**src/rtl/risc_net_pkg.sv**
```systemverilog
// Shared definitions for the fetch/decode pipeline: instruction layout,
// special opcodes and the fetch-sequencer state encoding.
package risc_net_pkg;

    localparam int INSTR_W = 24;

    // Instruction field bit ranges.
    localparam int OPC_HI  = 23;
    localparam int OPC_LO  = 18;
    localparam int MODE_HI = 17;
    localparam int MODE_LO = 16;
    localparam int REG_HI  = 15;
    localparam int REG_LO  = 12;
    localparam int IMM_HI  = 11;
    localparam int IMM_LO  = 0;

    localparam logic [OPC_HI-OPC_LO:0] OP_HALT = 6'h3F;

    typedef enum logic {
        ST_RUN,
        ST_HALT
    } state_e;

endpackage

```
**src/rtl/instr_fifo.sv**
```systemverilog
// Small power-of-two FIFO with synchronous flush. Generic enough to carry
// any {tag, payload} word between pipeline stages.
module instr_fifo #(
    parameter int  DEPTH = 2,
    parameter int  WIDTH = 36,
    localparam int PTR_W = $clog2(DEPTH),
    localparam int CNT_W = PTR_W + 1
) (
    input  logic             clk,
    input  logic             rst_n,
    input  logic             push_i,
    input  logic             pop_i,
    input  logic             flush_i,
    input  logic [WIDTH-1:0] wdata_i,
    output logic [WIDTH-1:0] rdata_o,
    output logic [CNT_W-1:0] count_o,
    output logic             full_o,
    output logic             empty_o
);

    logic [WIDTH-1:0] mem_q [DEPTH];
    logic [PTR_W-1:0] wr_ptr_q, rd_ptr_q;
    logic [CNT_W-1:0] count_q;
    logic             do_push, do_pop;

    // A full FIFO still accepts a write when a read frees a slot in the same cycle.
    assign do_pop  = pop_i & ~empty_o & ~flush_i;
    assign do_push = push_i & ~flush_i & (~full_o | do_pop);

    assign count_o = count_q;
    assign full_o  = (count_q == CNT_W'(DEPTH));
    assign empty_o = (count_q == '0);
    assign rdata_o = mem_q[rd_ptr_q];

    // Pointer and occupancy bookkeeping; flush wins over push and pop.
    always_ff @(posedge clk or negedge rst_n) begin
        // NOTE: state registers use non-blocking assignments so every flop
        // samples the pre-edge values regardless of statement order.
        if (!rst_n) begin
            wr_ptr_q <= '0;
            rd_ptr_q <= '0;
            count_q  <= '0;
        end else if (flush_i) begin
            wr_ptr_q <= '0;
            rd_ptr_q <= '0;
            count_q  <= '0;
        end else begin
            if (do_push) wr_ptr_q <= wr_ptr_q + PTR_W'(1);
            if (do_pop)  rd_ptr_q <= rd_ptr_q + PTR_W'(1);
            count_q <= count_q + CNT_W'(do_push) - CNT_W'(do_pop);
        end
    end

    // Storage array write port.
    always_ff @(posedge clk) begin
        // NOTE: the storage array is deliberately not reset; an entry is only
        // ever read after it has been written, so clearing it buys nothing.
        if (do_push) mem_q[wr_ptr_q] <= wdata_i;
    end

endmodule

```
**src/rtl/fetch_issue_ctrl.sv**
```systemverilog
// Instruction-fetch sequencer: owns the PC, issues single-cycle-latency
// reads to instruction memory, buffers the returned words and hands them to
// hazard detection under a valid/stall handshake. Handles branch redirects
// and parks in HALT once a HALT opcode has been fetched.
module fetch_issue_ctrl
    import risc_net_pkg::*;
#(
    parameter int              PC_W     = 12,
    parameter int              DEPTH    = 2,
    parameter logic [PC_W-1:0] RESET_PC = '0
) (
    input  logic               clk,
    input  logic               rst_n,
    output logic               imem_rd_en,
    output logic [PC_W-1:0]    imem_addr,
    input  logic [INSTR_W-1:0] imem_rdata,
    output logic [INSTR_W-1:0] instr_out,
    output logic [PC_W-1:0]    instr_pc,
    output logic               instr_valid,
    input  logic               stall_in,
    input  logic               redirect_valid,
    input  logic [PC_W-1:0]    redirect_pc,
    output logic               halted
);

    localparam int CNT_W = $clog2(DEPTH) + 1;
    localparam int ENT_W = PC_W + INSTR_W;

    state_e            state_q, state_d;
    logic [PC_W-1:0]   pc_q, pc_d;
    logic              inflight_q, inflight_d;
    logic [PC_W-1:0]   inflight_pc_q, inflight_pc_d;
    logic [ENT_W-1:0]  hold_q;

    logic [CNT_W-1:0]  fifo_count, occupancy;
    logic              fifo_full, fifo_empty;
    logic [ENT_W-1:0]  fifo_head, shown;
    logic              consume, push, halt_push, issue;

    assign consume   = ~fifo_empty & ~stall_in;
    // A redirect kills the returning read: its data is dropped, not pushed.
    assign push      = inflight_q & ~redirect_valid;
    assign halt_push = push & (state_q == ST_RUN) & (imem_rdata[OPC_HI:OPC_LO] == OP_HALT);

    // Slots already claimed once this cycle's pop is accounted for.
    assign occupancy = fifo_count + CNT_W'(inflight_q) - CNT_W'(consume);
    // rst_n gates issue so the strobe is low during reset yet the first read
    // goes out on the very first edge after release.
    assign issue     = rst_n & (state_q == ST_RUN) & ~redirect_valid
                     & (occupancy < CNT_W'(DEPTH));

    assign imem_rd_en  = issue;
    assign imem_addr   = pc_q;
    assign instr_valid = ~fifo_empty;
    assign halted      = (state_q == ST_HALT);

    // When the buffer is empty the outputs keep showing the last head.
    assign shown                 = fifo_empty ? hold_q : fifo_head;
    assign {instr_pc, instr_out} = shown;

    instr_fifo #(
        .DEPTH (DEPTH),
        .WIDTH (ENT_W)
    ) u_fifo (
        .clk     (clk),
        .rst_n   (rst_n),
        .push_i  (push),
        .pop_i   (consume),
        .flush_i (redirect_valid),
        .wdata_i ({inflight_pc_q, imem_rdata}),
        .rdata_o (fifo_head),
        .count_o (fifo_count),
        .full_o  (fifo_full),
        .empty_o (fifo_empty)
    );

    // Next PC, in-flight tracking and RUN/HALT sequencing; redirect has top priority.
    always_comb begin
        // NOTE: every signal gets a default before any branch so no path
        // leaves one unassigned and infers a latch.
        state_d       = state_q;
        pc_d          = pc_q;
        inflight_d    = 1'b0;
        inflight_pc_d = inflight_pc_q;
        if (redirect_valid) begin
            state_d = ST_RUN;
            pc_d    = redirect_pc;
        end else begin
            if (issue) begin
                pc_d          = pc_q + PC_W'(1);
                inflight_d    = 1'b1;
                inflight_pc_d = pc_q;
            end
            // A read issued alongside the HALT push is dead on arrival.
            if (halt_push) begin
                state_d    = ST_HALT;
                inflight_d = 1'b0;
            end
        end
    end

    // Sequencer state registers.
    always_ff @(posedge clk or negedge rst_n) begin
        if (!rst_n) begin
            state_q       <= ST_RUN;
            pc_q          <= RESET_PC;
            inflight_q    <= 1'b0;
            inflight_pc_q <= '0;
        end else begin
            state_q       <= state_d;
            pc_q          <= pc_d;
            inflight_q    <= inflight_d;
            inflight_pc_q <= inflight_pc_d;
        end
    end

    // Remember what is on the outputs so they stay put while the buffer is empty.
    always_ff @(posedge clk or negedge rst_n) begin
        if (!rst_n) hold_q <= '0;
        else        hold_q <= shown;
    end

    // The issue throttle must make a push into a full, non-draining buffer impossible.
    overflow_a : assert property (@(posedge clk) disable iff (!rst_n)
                                  !(push && fifo_full && !consume));

endmodule
```
**config.mk**
```make
export PLATFORM = sky130hd
export DESIGN_NAME = fetch_issue_ctrl
export DESIGN_NICKNAME = d
export VERILOG_FILES = /design/src/rtl/risc_net_pkg.sv /design/src/rtl/instr_fifo.sv /design/src/rtl/fetch_issue_ctrl.sv
export SDC_FILE = /design/constraint.sdc
export NUM_CORES = 1
export LEC_CHECK = 0
export ABC_AREA = 1
export BUFFER_PORTS_ARGS = -buffer_cell sky130_fd_sc_hd__buf_2
export CORE_ASPECT_RATIO = 1.2
export CORE_MARGIN = 2
export CORE_UTILIZATION = 55
export CTS_BUF_LIST = sky130_fd_sc_hd__clkbuf_8
export DETAILED_ROUTE_END_ITERATION = 10
export MAX_ROUTING_LAYER = met4
export PLACE_DENSITY = 0.79
export SETUP_SLACK_MARGIN = 0.5
export SLEW_MARGIN = 20
export SYNTH_ARGS = -nofsm -noshare
export SYNTH_HDL_FRONTEND = slang
export SYNTH_SLANG_ARGS = --single-unit
```
**constraint.sdc**
```tcl
create_clock -name clk -period 2.97 [get_ports clk]
set_input_delay 0.297 -clock clk [delete_from_list [all_inputs] [get_ports clk]]
set_output_delay 0.297 -clock clk [all_outputs]
set_load 0.1 [all_outputs]
```
Yosys cells after proc, flatten, opt, wreduce, memory -nomap -nowiden --
Memory sizes are Yosys's and may differ from the RTL's. Index checks and enable logic that the tools add are counted. Widths: inputs -> output; s select.
Word-level totals: register bits after elaboration 66, memory bits (writable) 72, input bits 40, output and inout port bits 51, word-level logic and storage cells 57, memories 1
Operators by class: add/sub/neg operators 7, $lt $le $gt $ge 1, equality and inequality tests 2, muxes and demuxes 15, bitwise gates (word level) 17, reductions and logical operators 6
Memories:
- u_fifo.mem_q | depth 2, bits a word 36, read ports 1, clocked after Yosys merged registers in 0, wr ports 1, RTL line instr_fifo.sv:21 | logic [WIDTH-1:0] mem_q [DEPTH];
Operators by type and width (count):
- $mux 36 | 1
- $mux 12 | 2
- $add 12x1->12 const B | 1
- $and 1x1->1 | 11
- $mux 1 | 11
- $reduce_bool 2->1 | 4
- $eq 6x6->1 const B | 1
- $not 1->1 | 5
- $add 2x1->2 | 2
- $sub 2x1->2 | 2
- $add 1x1->1 const B | 2
- $eq 2x2->1 const B | 1
- $logic_not 2->1 | 1
- $lt 2x2->1 const B | 1
- $mux 2 | 1
- $reduce_and 2->1 | 1
- $or 1x1->1 | 1

Logic depth before layout (Yosys ltp) --
depth in word-level cells 10, gate-level depth with buffers 12, depth with buffers taken out 11

Cells and area by module --
A second synthesis with hierarchy kept.
Second synthesis, totals: cells, all modules 578, area, all modules 5719.2 µm²
Modules (own cells, without submodules):
- instr_fifo | times used 1, cells an instance 228, area an instance 2927.8 µm², seq. area each 2262.2 µm²
- fetch_issue_ctrl | times used 1, cells an instance 350, area an instance 2791.4 µm², seq. area each 1551.5 µm²

Worst setup path before layout --
OpenSTA, ideal clock, no wires.
path type register -> output, start register u_fifo.count_q[1], in the netlist u_fifo.count_o[1], end output port instr_pc[10], data arrival time 2686 ps, slack -13 ps, cell stages (with the launch flop) 6, buffers on the path 1, cell sequence dfrtp_1 -> nor2_1 -> inv_2 -> buf_2 -> nor2_1 -> a21oi_1
Between the ends: word-level cells in the longest chain between the ends 2
RTL lines:
- start: declaration | RTL line instr_fifo.sv:23 | logic [CNT_W-1:0] count_q;
- start signal: assignment | RTL line instr_fifo.sv:50 | count_q <= count_q + CNT_W'(do_push) - CNT_W'(do_pop);
- $logic_not 2->1 | RTL line instr_fifo.sv:32 | assign empty_o = (count_q == '0);
- $mux 36 | RTL line fetch_issue_ctrl.sv:58 | assign shown = fifo_empty ? hold_q : fifo_head;
- end: declaration | RTL line fetch_issue_ctrl.sv:18 | output logic [PC_W-1:0] instr_pc,
No other way between the ends.

Worst setup path in the final report --
start register u_fifo.count_q[0], in the netlist u_fifo.count_o[0], end output port imem_rd_en
Between the ends: word-level cells in the longest chain between the ends 6, elaborated cells between the ends (all ways) 7, classes of those cells add/sub: 2; order compare: 1; bitwise: 3; reduce/logical: 1
RTL lines:
- parallel branches: the longest is 3 deep, another holds $add 2x1->2
- $sub 2x1->2 (*) | RTL line fetch_issue_ctrl.sv:46 | assign occupancy = fifo_count + CNT_W'(inflight_q) - CNT_W'(consume);
- $lt 2x2->1 (*) | RTL line fetch_issue_ctrl.sv:50 | & (occupancy < CNT_W'(DEPTH));
- $and 1x1->1 (*) | RTL line fetch_issue_ctrl.sv:50
- end: declaration | RTL line fetch_issue_ctrl.sv:14 | output logic imem_rd_en,
Mark *: on every way between the ends.

==> impl_summary.txt <==
----------------------------------------------------
[Detailed routing]
  Average routed wire per standard cell ... 16.8 µm
  Length of the first detailed-routing pass in iterations ... 5
  Post-detailed-routing wire length ... 12300 µm
  Via/cell ratio ... 5.46
  Number of DRC violations after detailed-routing iteration 0 ... 239
  DRC Markers ... 0
  Number of nets with antenna violations after routing ... 0
  Number of vias in the routed layout ... 4012

[STA]
  Number of setup violations in the final report ... 0
  Clock skew after layout ... 0.0106 ns
  Post-route setup slack ... 0.613 ns
  Final Critical Period ... 2.36 ns
  Transition time at the pin with the least slew margin ... 0.883 ns
  Number of hold violations in the final report ... 0
  Max Freq ... 0.424 GHz
  Final count of pins violating max slew ... 0
  Total negative setup slack ... 0 ns
  Hold slack final ... 0.0406 ns
  Final clock period utilization by the worst path ... 0.793
  RSZ-0062 raised after global routing ... false
  Worst relative slew slack ... 0.411

[Synthesis]
  Net count of the mapped netlist ... 540
  Synthesized area per cell ... 11.2 µm²
  Cell variety after synth ... 27
  Simple-gate area share of the yosys netlist ... 0.161
  Leading cell types by total area after synthesis ... edfxtp_1 39%, dfrtp_1 30%, nand2_1 7.6%
  Yosys warning count ... 0
  Post-synthesis share of cell area spent on xor and xnor gates ... 0.00474
  Adder-cell area share of the yosys netlist ... 0.00903
  Combined area of all synthesized cells ... 5540 µm²
  Main combinational cell family by area after synthesis ... simple AND/OR/NAND/NOR gates
  Portion of netlist area occupied by mux cells ... 0
  Library cell occupying the most area in the post-synthesis netlist ... edfxtp_1
  Portion of the post-synthesis area used by sequential elements ... 0.688
  Number of instances in the synthesized netlist ... 496
  Yosys reg bits ... 138
  Share of the synthesized area in compound gates (AO/OA/AOI/OAI) ... 0.0930
  Area share of the largest cell type after synthesis ... 0.390

[Power and ir drop]
  Portion of total power attributed to combinational logic ... 0.518
  Sequential power share ... 0.311
  Internal power consumption ... 4.39 mW
  Share of total power in the clock network ... 0.171
  P_sw ... 3.75 mW
  Pwr Density ... 1130 nW/µm²
  Peak supply drop ... 0.639 mV
  Proportion of total power due to net switching ... 0.461
  Power after layout ... 8.14 mW
  Leakage power of the design ... 3.13 nW

[Clocking]
  Clock H-tree levels ... 4
  Hold-fix buffers, CTS ... 0
  Maximum clock path buffer count ... 2
  Clock sink total ... 138
  Clock transition time at the flip-flop clock pins of the worst setup and hold paths ... 0.07 ns
  TritonCTS clock tree ... built
  Number of buffers created by CTS ... 17
  Cell at the root of the clock tree ... clkbuf_8
  Later-pin clock latency in the skew report ... 0.44 ns

[Placement]
  Buffers added on ports ... 90
  Routability-driven placement congestion ratio ... 0.874
  Inst Count DP ... 699
  Worst slack after detailed placement ... 0.513 ns
  DP Wirelength ... 8160 µm

[Finish]
  Most common library cell in the layout ignoring fill and taps ... nand2_1
  Share of cells above drive strength 1 ... 0.327
  Final net count ... 641
  Growth of design area from synthesis to finish ... 29.8%
  Final instance count without filler cells ... 735
  Top library cells by usage in the layout, fill and taps aside ... 112 x nand2_1, 72 x edfxtp_1, 63 x dfrtp_1
  Ant diodes ... 0

[Die]
  Total die area ... 10900 µm²
  Rows ... 40
  Initial core utilization ... 0.559
  Core area ... 9910 µm²
  Overall die height ... 114 µm
  Floorplan die width ... 95.6 µm
  Top-level I/O count ... 91

[Global routing]
  First-pass GRT wire length ... 19800 µm
  Number of global-route vias before repair ... 4050
  Initial antenna violation count ... 0
  Overall global routing resource usage ... 0.254
  Pin count of the biggest net entering global routing ... 67
  Total congestion overflow ... 0

[Worst setup path]
  Data arrival at the endpoint of the critical path ... 2.06 ns
  Launching instance or port of the critical path ... u_fifo.count_o[0]
  Required time of the critical path ... 2.67 ns
  Reg2reg start ... u_fifo.count_o[0]
  Crit Path Category ... flop to primary output
  Crit path max fanout ... 9
  Series of cell instances along the critical path ... nor2_4, nor2_2, ha_1, nor2_1, nand3_1, nand3_4, inv_4, buf_12
  CP startpoint kind ... flop
  Master of the slowest instance on the critical path ... dfrtp_2
  Delay of the slowest cell on the worst path ... 0.46 ns
  Crit path capture type ... primary output

[Hold path]
  Startpoint of the tightest hold check path ... imem_rdata[8]
  Class of the tightest hold or removal check ... input port to flop

[Status]
  Run status ... finished clean

[Flow run]
  Count of maximum capacitance violations ... 0

----------------------------------------------------
-- metal layers --
layer  vias to the layer above  wire, µm  global-route usage
li1                       1891         -                   -
met1                      1960      4920               0.306
met2                       140      6460               0.415
met3                        21       762              0.0727
met4                         0       164              0.0800
met5                         -         0                   -
-- worst max-delay path: cells and delay by family (launching register included) --
kind | cells | cell delay, ns
adders and majority gates | 1 | 0.30
buffers and inverters | 2 | 0.25
DFF | 1 | 0.46
and+or+nand+nor | 5 | 0.61
-- Yosys cell counts (all sizes together) --
| cell | instances |
|---|---|
| nor2 | 54 |
| buf | 18 |
| clkbuf | 3 |
| dfrtp | 66 |
| edfxtp | 72 |
| xor2 | 2 |
| ha | 4 |
| xnor2 | 1 |
| inv | 29 |
| a21oi | 74 |
| nand3 | 29 |
| nand2 | 115 |
| o211ai | 1 |
| o21ai | 20 |
| nand4 | 7 |
| nor3 | 1 |
-- per-stage QoR --
stage	area [µm²]	util
after CTS	7180	0.724
after global routing	7190	0.726
final	7190	0.726
after global placement	6790	0.685
after detailed placement	6790	0.685
after floorplan	5680	-
-- power groups by stage --
| stage | clock network (mW) | logic (mW) | registers, mW |
|---|---|---|---|
| finish | 1.39 | 4.22 | 2.53 |
| global placement | 0 | 4.16 | 2.54 |
| global route | 1.51 | 4.36 | 2.57 |
| CTS | 1.42 | 4.24 | 2.53 |
| floorplan | 0 | 2.61 | 2.70 |
| detailed placement | 0 | 4.22 | 2.57 |
-- what timing repair did --
item                       in CTS  in global routing
pin swaps                       2                  0
setup endpoints to repair      39                 24
hold endpoints to repair        0                  0
cloned                          1                  0
gates resized for setup         3                  2
setup buffers                   2                  2
-- sequential cells by signal, summed over array words and instances, names as in the netlist --
register	cells
u_fifo.mem_q	72
u_fifo.wr_ptr_q	1
halted	1
u_fifo.rd_ptr_q	1
inflight_pc_q	12
imem_addr	12
hold_q	36
inflight_q	1
u_fifo.count_o	2
-- worst paths after layout --
kind	endpoint	slack (ns)	cells past startpoint
setup / recovery	imem_rd_en	0.61	8
hold / removal	u_fifo.mem_q[0][8]	0.04	1
setup reg to reg	imem_addr[1]	0.80	10
hold reg to reg	u_fifo.mem_q[1][28]	0.48	0
max in group asynchronous	u_fifo.count_o[1]	2.21	2
min in group asynchronous	hold_q[15]	0.13	2
-- area by class of cell --
class                      count  area, µm²
fill                         649       2720
tap                          126        158
timing repair buffer         102       1100
multi-input combinational    309       1650
clock inverter                13        115
sequential                   138       3820
inverter                      29        114
clock buffer                  18        248
-- cells by family after synthesis --
family                     after synthesis
AOI/OAI and AO/OA                       95
xor gates and xnor gates                 3
adders and majority gates                4
buffers and inverters                   50
DFF                                    138
and+or+nand+nor                        206
No activity file was read; power rests on OpenSTA's default activity.
